$ cat src/rtl/mgmt_gpio_pkg.sv
// Shared definitions for the management GPIO controller: register offsets,
// CTRL/STATUS bit positions, blink sequencer state encoding and a helper
// that expands Wishbone byte selects into a bit mask.
package mgmt_gpio_pkg;

  // Register offsets, as seen on wb_adr_i[3:2]
  localparam logic [1:0] OFF_CTRL   = 2'd0;
  localparam logic [1:0] OFF_PERIOD = 2'd1;
  localparam logic [1:0] OFF_COUNT  = 2'd2;
  localparam logic [1:0] OFF_STATUS = 2'd3;

  // CTRL bit positions
  localparam int CTRL_OUT_VAL = 0;
  localparam int CTRL_OEB     = 1;
  localparam int CTRL_START   = 2;
  localparam int CTRL_IRQ_EN  = 3;
  localparam int CTRL_STOP    = 4;

  // STATUS bit positions
  localparam int STAT_BUSY    = 0;
  localparam int STAT_DONE    = 1;
  localparam int STAT_IN_SYNC = 2;
  localparam int STAT_REM_LSB = 16;

  // Blink sequencer states
  typedef enum logic [1:0] {
    ST_IDLE = 2'd0,
    ST_HIGH = 2'd1,
    ST_LOW  = 2'd2
  } blink_state_e;

  // One mask bit per data bit, set where the matching byte lane is selected
  function automatic logic [31:0] sel_mask(input logic [3:0] sel);
    return {{8{sel[3]}}, {8{sel[2]}}, {8{sel[1]}}, {8{sel[0]}}};
  endfunction

endpackage

$ cat src/rtl/mgmt_gpio_blinker.sv
// Blink sequencer: emits high/low pulses of a programmable half-period,
// a programmable number of times (0 = run until stopped).
module mgmt_gpio_blinker
  import mgmt_gpio_pkg::*;
#(
  parameter int PERIOD_W = 24
) (
  input  logic                clk,
  input  logic                rst,
  input  logic                start,
  input  logic                stop,
  input  logic [PERIOD_W-1:0] period,
  input  logic [15:0]         count,
  output logic                busy,
  output logic                level,
  output logic [15:0]         remaining,
  output logic                done_pulse
);

  localparam logic [PERIOD_W-1:0] ONE_P = PERIOD_W'(1);

  blink_state_e        state;
  logic [PERIOD_W-1:0] half_cnt;
  logic [PERIOD_W-1:0] reload;
  logic                continuous;
  logic                expire;
  logic                last_pulse;

  // Reload value, counter expiry and end-of-sequence detection
  always_comb begin
    // NOTE: every always_comb output gets a value on every path; a missed
    // branch would otherwise infer a latch.
    reload     = (period == '0) ? ONE_P : period;
    expire     = (half_cnt == ONE_P);
    last_pulse = (state == ST_LOW) && expire && !continuous && (remaining == 16'd1);
    // A simultaneous start or stop overrides a natural finish
    done_pulse = last_pulse && !start && !stop;
  end

  // Sequencer FSM with registered busy/level outputs; stop beats start
  always_ff @(posedge clk) begin
    // NOTE: sequential state uses non-blocking assignments only, so every
    // register samples the pre-edge values of the others.
    if (rst) begin
      state      <= ST_IDLE;
      half_cnt   <= '0;
      remaining  <= '0;
      continuous <= 1'b0;
      busy       <= 1'b0;
      level      <= 1'b0;
    end else if (stop) begin
      state    <= ST_IDLE;
      half_cnt <= '0;
      busy     <= 1'b0;
      level    <= 1'b0;
    end else if (start) begin
      state      <= ST_HIGH;
      half_cnt   <= reload;
      remaining  <= count;
      continuous <= (count == 16'd0);
      busy       <= 1'b1;
      level      <= 1'b1;
    end else begin
      case (state)
        ST_HIGH: begin
          if (expire) begin
            state    <= ST_LOW;
            level    <= 1'b0;
            half_cnt <= reload;
          end else begin
            half_cnt <= half_cnt - ONE_P;
          end
        end
        ST_LOW: begin
          if (expire) begin
            if (last_pulse) begin
              state     <= ST_IDLE;
              busy      <= 1'b0;
              remaining <= '0;
              half_cnt  <= '0;
            end else begin
              state    <= ST_HIGH;
              level    <= 1'b1;
              half_cnt <= reload;
              if (!continuous) remaining <= remaining - 16'd1;
            end
          end else begin
            half_cnt <= half_cnt - ONE_P;
          end
        end
        default: ;
      endcase
    end
  end

endmodule

$ cat src/rtl/mgmt_gpio_ctrl.sv
// Wishbone slave for the management GPIO pad: manual drive, output enable,
// synchronized input sampling and a hardware blink sequencer.
// Build option: define MGMT_GPIO_IRQ_EN to make CTRL.irq_en writable and
// drive gpio_irq = done & irq_en; otherwise gpio_irq is tied low.
module mgmt_gpio_ctrl
  import mgmt_gpio_pkg::*;
#(
  parameter logic [31:0] BASE_ADR = 32'h2600_0000,
  parameter int          PERIOD_W = 24
) (
  input  logic        wb_clk_i,
  input  logic        wb_rst_i,
  input  logic        wb_cyc_i,
  input  logic        wb_stb_i,
  input  logic        wb_we_i,
  input  logic [3:0]  wb_sel_i,
  input  logic [31:0] wb_adr_i,
  input  logic [31:0] wb_dat_i,
  output logic [31:0] wb_dat_o,
  output logic        wb_ack_o,
  input  logic        gpio_in_pad,
  output logic        gpio_out_pad,
  output logic        gpio_oeb_pad,
  output logic        gpio_irq
);

  logic                req, wr, wr_ctrl, done_w1c;
  logic [1:0]          offset;
  logic [31:0]         lane_mask, rd_data;
  logic                out_val, oeb, irq_en, done;
  logic [PERIOD_W-1:0] period;
  logic [15:0]         count;
  logic                in_meta, in_sync;
  logic                busy, level, done_pulse;
  logic [15:0]         remaining;
  logic                unused_ok;

  // A new request is accepted only while no ack is outstanding
  assign req       = wb_cyc_i & wb_stb_i & ~wb_ack_o & (wb_adr_i[31:4] == BASE_ADR[31:4]);
  assign wr        = req & wb_we_i;
  assign offset    = wb_adr_i[3:2];
  assign lane_mask = sel_mask(wb_sel_i);
  assign wr_ctrl   = wr && (offset == OFF_CTRL) && wb_sel_i[0];
  assign done_w1c  = wr && (offset == OFF_STATUS) && wb_sel_i[0] && wb_dat_i[STAT_DONE];
  assign unused_ok = &{1'b0, wb_adr_i[1:0], wb_dat_i, lane_mask};

  mgmt_gpio_blinker #(.PERIOD_W(PERIOD_W)) u_blinker (
    .clk        (wb_clk_i),
    .rst        (wb_rst_i),
    .start      (wr_ctrl & wb_dat_i[CTRL_START]),
    .stop       (wr_ctrl & wb_dat_i[CTRL_STOP]),
    .period     (period),
    .count      (count),
    .busy       (busy),
    .level      (level),
    .remaining  (remaining),
    .done_pulse (done_pulse)
  );

  // Software-visible registers; a completing sequence sets done ahead of a W1C
  always_ff @(posedge wb_clk_i) begin
    if (wb_rst_i) begin
      out_val <= 1'b0;
      oeb     <= 1'b1;
      period  <= PERIOD_W'(1);
      count   <= '0;
      done    <= 1'b0;
    end else begin
      if (wr_ctrl) begin
        out_val <= wb_dat_i[CTRL_OUT_VAL];
        oeb     <= wb_dat_i[CTRL_OEB];
      end
      if (wr && offset == OFF_PERIOD)
        period <= (period & ~lane_mask[PERIOD_W-1:0]) | (wb_dat_i[PERIOD_W-1:0] & lane_mask[PERIOD_W-1:0]);
      if (wr && offset == OFF_COUNT)
        count <= (count & ~lane_mask[15:0]) | (wb_dat_i[15:0] & lane_mask[15:0]);
      if (done_pulse)    done <= 1'b1;
      else if (done_w1c) done <= 1'b0;
    end
  end

`ifdef MGMT_GPIO_IRQ_EN
  // Interrupt enable exists only when the interrupt is built in
  always_ff @(posedge wb_clk_i) begin
    if (wb_rst_i)     irq_en <= 1'b0;
    else if (wr_ctrl) irq_en <= wb_dat_i[CTRL_IRQ_EN];
  end
  assign gpio_irq = done & irq_en;
`else
  assign irq_en   = 1'b0;
  assign gpio_irq = 1'b0;
`endif

  // Two-flop synchronizer for the asynchronous pad input
  always_ff @(posedge wb_clk_i) begin
    if (wb_rst_i) begin
      in_meta <= 1'b0;
      in_sync <= 1'b0;
    end else begin
      in_meta <= gpio_in_pad;
      in_sync <= in_meta;
    end
  end

  // Read-data mux; write-only bits and unused fields read as zero
  always_comb begin
    rd_data = '0;
    case (offset)
      OFF_CTRL: begin
        rd_data[CTRL_OUT_VAL] = out_val;
        rd_data[CTRL_OEB]     = oeb;
        rd_data[CTRL_IRQ_EN]  = irq_en;
      end
      OFF_PERIOD: rd_data[PERIOD_W-1:0] = period;
      OFF_COUNT:  rd_data[15:0]         = count;
      OFF_STATUS: begin
        rd_data[STAT_BUSY]              = busy;
        rd_data[STAT_DONE]              = done;
        rd_data[STAT_IN_SYNC]           = in_sync;
        rd_data[STAT_REM_LSB +: 16]     = remaining;
      end
      default: ;
    endcase
  end

  // Single-cycle ack with registered read data; reset drops a pending ack
  always_ff @(posedge wb_clk_i) begin
    if (wb_rst_i) begin
      wb_ack_o <= 1'b0;
      wb_dat_o <= '0;
    end else begin
      wb_ack_o <= req;
      if (req) wb_dat_o <= rd_data;
    end
  end

  // The sequencer owns the pad while busy and always drives it
  assign gpio_out_pad = busy ? level : out_val;
  assign gpio_oeb_pad = busy ? 1'b0 : oeb;

endmodule

$ cat config.mk
export PLATFORM = sky130hd
export DESIGN_NAME = mgmt_gpio_ctrl
export DESIGN_NICKNAME = d
export VERILOG_FILES = /design/src/rtl/mgmt_gpio_pkg.sv /design/src/rtl/mgmt_gpio_blinker.sv /design/src/rtl/mgmt_gpio_ctrl.sv
export SDC_FILE = /design/constraint.sdc
export NUM_CORES = 1
export LEC_CHECK = 0
export BUFFER_PORTS_ARGS = -buffer_cell sky130_fd_sc_hd__buf_2
export CORE_ASPECT_RATIO = 0.75
export CORE_MARGIN = 2
export CORE_UTILIZATION = 37
export DETAILED_ROUTE_END_ITERATION = 12
export GPL_TIMING_DRIVEN = 0
export PLACE_DENSITY = 0.63
export SETUP_SLACK_MARGIN = 0.5
export SYNTH_ARGS = -nofsm -noshare
export SYNTH_HDL_FRONTEND = slang
export SYNTH_SLANG_ARGS = --single-unit
export TNS_END_PERCENT = 20
$ cat constraint.sdc
create_clock -name wb_clk_i -period 3.45 [get_ports wb_clk_i]
set_input_delay 0.5175 -clock wb_clk_i [delete_from_list [all_inputs] [get_ports wb_clk_i]]
set_output_delay 0.5175 -clock wb_clk_i [all_outputs]
set_load 0.01 [all_outputs]
After elaboration in Yosys (flattened, before gate mapping)
Cells that the tools add are included.

storage, ports and cells
  flip-flop bits (word level) = 123
  bits in latches = 0
  bits in writable memories = 0
  bits in read-only memories = 0
  input port bits = 74
  output and inout bits = 36
  word-level logic and storage cells = 115
  memories kept = 0

operators by class
  add/sub/neg operators = 2
  multiply operators = 0
  divide/modulo/power cells = 0
  order comparisons = 0
  equality and inequality tests = 14
  shift-type cells = 0
  mux-type cells = 35
  bitwise gates (word level) = 16
  reductions and logical operators = 32

operators by type and width
  kind                                                   number
  two-way mux 24 bit                                     5
  two-way mux 16 bit                                     5
  bitwise AND 24 bit                                     2
  one-hot mux 24 bit (2 select lines)                    1
  bitwise AND 16 bit                                     2
  equality test 28 x 26 -> 1 bit, second input constant  1
  equality test 24 x 1 -> 1 bit, second input constant   1
  zero test 24 bit                                       1
  NOT 24 bit                                             1
  bitwise OR 24 bit                                      1
  one-hot mux 12 bit (2 select lines)                    1
  subtractor 24 x 1 -> 24 bit, second input constant     1
  equality test 16 x 1 -> 1 bit, second input constant   1
  zero test 16 bit                                       1
  NOT 16 bit                                             1
  bitwise OR 16 bit                                      1
  one-hot mux 8 bit (2 select lines)                     1
  subtractor 16 x 1 -> 16 bit, second input constant     1
  two-way mux 1 bit                                      14
  logical AND 1 bit                                      12
  nonzero test 2 bit                                     5
  AND reduction 3 bit                                    3
  two-way mux 8 bit                                      1
  one-hot mux 2 bit (4 select lines)                     1
  other kinds (18)                                       35

Depth between registers and ports, before layout
  word-level depth = 11
  mapped depth = 10

Modules after synthesis
Synthesis repeated with hierarchy kept, for this count alone.

second synthesis, totals
  cells, all modules = 817
  area total of the unflattened synthesis = 6,802.8 um^2

by module, submodules not included
  module             instances  cells each  area each (um^2)  sequential area each (um^2)
  mgmt_gpio_ctrl     1          418         3,694.8           1,561.5
  mgmt_gpio_blinker  1          399         3,108.0           900.9

Worst setup path before layout
No wires, ideal clock.

  path kind = register to register
  from = register u_blinker.half_cnt[18]
  to = register u_blinker.remaining[3]
  library setup time = 120 ps
  arrival time = 2,149 ps
  data required time = 3,330 ps
  setup slack = 1,181 ps
  stages on the path, launching flop included = 8
  clock period less this slack = 2,269 ps
  cells stage by stage = dfxtp_1 -> or4_4 -> or4b_4 -> nor4_4 -> o22ai_2 -> buf_6 -> a221oi_2 -> nor2_1

on the way
  cells in the longest elaborated chain, start to end = 8

RTL lines
  what                             RTL line                 text
  start, declared                  mgmt_gpio_blinker.sv:23  logic [PERIOD_W-1:0] half_cnt;
  start signal, assigned           mgmt_gpio_blinker.sv:58  half_cnt <= reload;
  start signal, assigned           mgmt_gpio_blinker.sv:69  half_cnt <= reload;
  start signal, assigned           mgmt_gpio_blinker.sv:71  half_cnt <= half_cnt - ONE_P;
  equality test 24 x 1 -> 1 bit *  mgmt_gpio_blinker.sv:34  expire = (half_cnt == ONE_P);
  logical AND 1 bit (3 in a row)   mgmt_gpio_blinker.sv:35  last_pulse = (state == ST_LOW) && expire && !continuous && (remaining == 16'd1);
  two-way mux 16 bit               mgmt_gpio_blinker.sv:76  if (last_pulse) begin
  two-way mux 16 bit               mgmt_gpio_blinker.sv:75  if (expire) begin
  two-way mux 16 bit               mgmt_gpio_blinker.sv:64  case (state)
  two-way mux 16 bit               mgmt_gpio_blinker.sv:56  end else if (start) begin
  end signal, assigned             mgmt_gpio_blinker.sv:59  remaining <= count;
  end signal, assigned             mgmt_gpio_blinker.sv:85  if (!continuous) remaining <= remaining - 16'd1;
  end, declared                    mgmt_gpio_blinker.sv:16  output logic [15:0] remaining,

Mark *: on every way between the ends. The rest lies on a longest branch, timed or not. The select of a mux whose other input is x is not followed.
A chain may end at the register's enable or synchronous reset.

Worst setup path in the final report
  from = register u_blinker.half_cnt[2]
  to = register u_blinker.remaining[12]

Same word-level chain as after synthesis.

==> metrics <==
DP Cell Count ~1.1k; total track usage 24.3%; count of endpoints failing setup in the final report 0; post-detail-place hpwl 16200 um; total vias in the final route between 6k and 7k; Critical-path top delay cell sky130_fd_sc_hd__nor4_2; buffer type at the clock tree root sky130_fd_sc_hd__clkbuf_16; most frequent cells in the layout sky130_fd_sc_hd__dfxtp_1 (123), sky130_fd_sc_hd__nand2_1 (115), sky130_fd_sc_hd__buf_2 (103), sky130_fd_sc_hd__a21oi_1 (90), sky130_fd_sc_hd__nor2_1 (57); maximum number of pins on one net before global-route repair 17; fraction of the mapped netlist area in adder cells 2.24%; dominant combinational cell family by area after synthesis simple AND/OR/NAND/NOR gates; DR iter-0 viols approximately 900; IO Port Bufs 96; Die Area 17700 sq um; number of antenna violations at the first check in global routing 0; peak fanout along the critical path 10; final setup TNS 0 ns; clock period minus final worst setup slack around 2.8 ns; Yosys reg bits between 100 and 150; Die Span Y 116 um; net switching share of the total power around 30%; Critical Setup Path Class reg -> reg; clk_lat worst skew about 0.42 ns; Warnings, synthesis 0; placer congestion estimate a little over 0.9; Pins Over Slew Limit 0; run status finished clean; post-route antenna net violation count 0; unique cell type count in the Yosys netlist 68; Pwr per Cell Area 552 nW/um^2; total clock buffers created by CTS 17; WP data required 3.73 ns; proportion of synthesized chip area in sequential cells around two fifths; Worst Max-Slew Pin Slew roughly 1.4 ns; Std-Cell Rows 40; proportion of register bits with asynchronous set or reset after synthesis 0%; post-CTS repair timing setup buffer count 0; total routed wirelength 21500 um; post-route cell area 7500 sq um; quantity of hold-fixing buffers added after cts 0; initial cell density of the core between 30% and 40%; H-tree levels 4; proportion of power drawn by combinational gates between 10% and 20%; setup repair after global routing missed its margin yes; Post-synth EDFFs 0; portion of netlist area occupied by mux cells between 3 and 4%; final hold violations 0; placed instance area between 6000 and 7000 sq um; Final Non-Filler Cells ~1.1k; number of primary I/O pins 110; layout cell share with drive strength beyond 1 approximately 18%; Post-Syn Area per Cell ~8.0 sq um; XOR/XNOR share of the synthesized area between 1.5 and 2%; number of standard cells after synthesis between 700 and 800; Leakage Power about 0.0029 uW; vias in the first global route just under 6k; netlist area before placement between 6000 and 7000 sq um; Setup crit end kind register; Clock transition at path regs 0.06 ns; Layout Skew between 0.01 and 0.015 ns; maximum capacitance violations 0; internal power summed over all cells about 2900 uW; critical path, cell by cell nor4_2 -> or4b_4 -> nor2_1 -> a21oi_1 -> buf_2 -> a32oi_1 -> o32ai_1; net count after synthesis ~850; share of the cycle needed by the critical path after routing 81.3%; diode count 0; dominant synthesized flop cell sky130_fd_sc_hd__dfxtp_1; detailed-router iteration count before antenna repair 6; TritonCTS sink count about 120; synthesized-area fraction occupied by and/or/nand/nor cells around a quarter; biggest cell delay along the critical path 0.80 ns; share of power burned in the clock network a little over two fifths; Max IR drop VDD around 0.00031 V; max-slew headroom at the worst pin a little over 6%; post-route worst hold slack 0.309 ns; buffers from clock root to sink, at most 2; complex-gate fraction of the synthesized area 21.7%; Layout Area Growth over Synthesis 22.1%; mean number of vias per cell 5.84; fin nets between 900 and 1k; type of the most critical hold path in -> reg; Avg WL per Cell between 15 and 20 um; Critical Path Source Type register; Achievable Freq 357 MHz; Core Footprint roughly 16000 sq um; relative contribution of sequential cells to total power a little under two fifths; most common library cell in the layout ignoring fill and taps sky130_fd_sc_hd__dfxtp_1; first-pass GRT wire length ~33000 um; Die Wd between 150 and 200 um; switching power between 1000 and 1500 uW; DRC violations left 0; TritonCTS clock tree yes; Crit path arrival time approximately 3 ns; overflow left after global routing 0
## what timing repair did
item,CTS,global route
setup endpoints to repair,2,62
resized for setup,1,4
cloned,0,0
## final timing paths
path / start / end / slack [ns] / cells past startpoint
worst min register to register: wb_dat_o[30] / wb_dat_o[30] / 0.45 / 2
worst max-delay path: u_blinker.half_cnt[2] / u_blinker.remaining[12] / 0.65 / 7
worst max register to register: u_blinker.half_cnt[2] / u_blinker.remaining[12] / 0.65 / 7
worst min-delay path: gpio_in_pad / in_meta / 0.31 / 2
## through the flow
stage          power [uW]  setup slack, ns  util [%]
2_1_floorplan        2120             1.18         -
3_3_place_gp         2330            0.214      42.7
3_5_place_dp         2330            0.185      42.7
4_1_cts              4120            0.564      46.5
5_1_grt              4290            0.473      46.5
6_report             4140            0.646      46.5
## layer usage
layer | part of all wire [%] | vias up | track usage (%)
li1 | - | 3034 | -
met1 | 48 | 2981 | 37.8
met2 | 38 | 392 | 33.1
met3 | 13 | 27 | 6.25
met4 | 1.2 | 0 | 5.37
met5 | 0 | - | 0
## synth_stat cells (2+ instances only)
master / count / area share (%)
sky130_fd_sc_hd__a211oi_1: 5 / 0.61
sky130_fd_sc_hd__a21o_1: 2 / 0.24
sky130_fd_sc_hd__a21oi_1: 90 / 7.3
sky130_fd_sc_hd__a221oi_1: 13 / 1.9
sky130_fd_sc_hd__a222oi_1: 3 / 0.49
sky130_fd_sc_hd__a22o_1: 13 / 1.9
sky130_fd_sc_hd__a22oi_1: 12 / 1.5
sky130_fd_sc_hd__a2bb2oi_1: 4 / 0.57
sky130_fd_sc_hd__a32oi_1: 3 / 0.43
sky130_fd_sc_hd__and2_1: 2 / 0.20
sky130_fd_sc_hd__and3_1: 5 / 0.51
sky130_fd_sc_hd__and4_1: 8 / 1.1
sky130_fd_sc_hd__buf_2: 7 / 0.57
sky130_fd_sc_hd__clkbuf_1: 37 / 2.3
sky130_fd_sc_hd__dfxtp_1: 123 / 40
sky130_fd_sc_hd__ha_1: 11 / 2.2
sky130_fd_sc_hd__inv_1: 20 / 1.2
sky130_fd_sc_hd__mux2i_1: 19 / 3.1
sky130_fd_sc_hd__nand2_1: 115 / 7.0
sky130_fd_sc_hd__nand2_2: 2 / 0.20
sky130_fd_sc_hd__nand2b_1: 2 / 0.20
sky130_fd_sc_hd__nand3_1: 29 / 2.4
sky130_fd_sc_hd__nand4_1: 14 / 1.4
sky130_fd_sc_hd__nor2_1: 57 / 3.5
sky130_fd_sc_hd__nor2b_1: 5 / 0.51
sky130_fd_sc_hd__nor3_1: 27 / 2.2
sky130_fd_sc_hd__nor4_1: 27 / 2.8
sky130_fd_sc_hd__nor4_2: 2 / 0.41
sky130_fd_sc_hd__nor4b_1: 2 / 0.29
sky130_fd_sc_hd__nor4bb_1: 2 / 0.33
sky130_fd_sc_hd__o211ai_2: 2 / 0.41
sky130_fd_sc_hd__o21ai_0: 32 / 2.6
sky130_fd_sc_hd__o22ai_1: 6 / 0.61
sky130_fd_sc_hd__o32ai_1: 7 / 1.0
sky130_fd_sc_hd__or3_1: 9 / 0.92
sky130_fd_sc_hd__or4_4: 2 / 0.37
sky130_fd_sc_hd__xnor2_1: 3 / 0.43
sky130_fd_sc_hd__xor2_1: 11 / 1.6
## critical path: cells and delay by family (launching register included)
| kind | cells | cell delay, ns |
|---|---|---|
| AND/OR/NAND/NOR | 3 | 1.61 |
| flip-flops | 1 | 0.37 |
| AO/OA/AOI/OAI | 3 | 0.46 |
| buffers and inverters | 1 | 0.22 |
## layout make-up
cell class / instances / area, sq um
fillers: 1665 / 8620
repair buffers: 96 / 480
clock buffers: 19 / 453
plain buffers: 47 / 199
multi-input cells: 573 / 3420
inverters: 20 / 75.1
well taps: 210 / 263
clock inverters: 13 / 144
flip-flops and latches: 123 / 2460
## kinds of logic (layout without fill, tap and decap cells)
| family | Yosys count | in the layout |
|---|---|---|
| fa+ha+maj | 11 | 11 |
| simple gates | 322 | 322 |
| mux | 20 | 20 |
| compound gates | 205 | 205 |
| buf+inv | 67 | 195 |
| flops | 123 | 123 |
| other cells | 1 | 1 |
| xor+xnor | 14 | 14 |
## power by group through the flow
stage               registers, uW  clock network [uW]  logic, uW
floorplan                    1530                   0        588
global placement             1550                   0        780
detailed placement           1550                   0        786
CTS                          1520                1820        791
global route                 1520                1880        887
finish                       1520                1810        811
No activity file was read; power rests on OpenSTA's default activity.
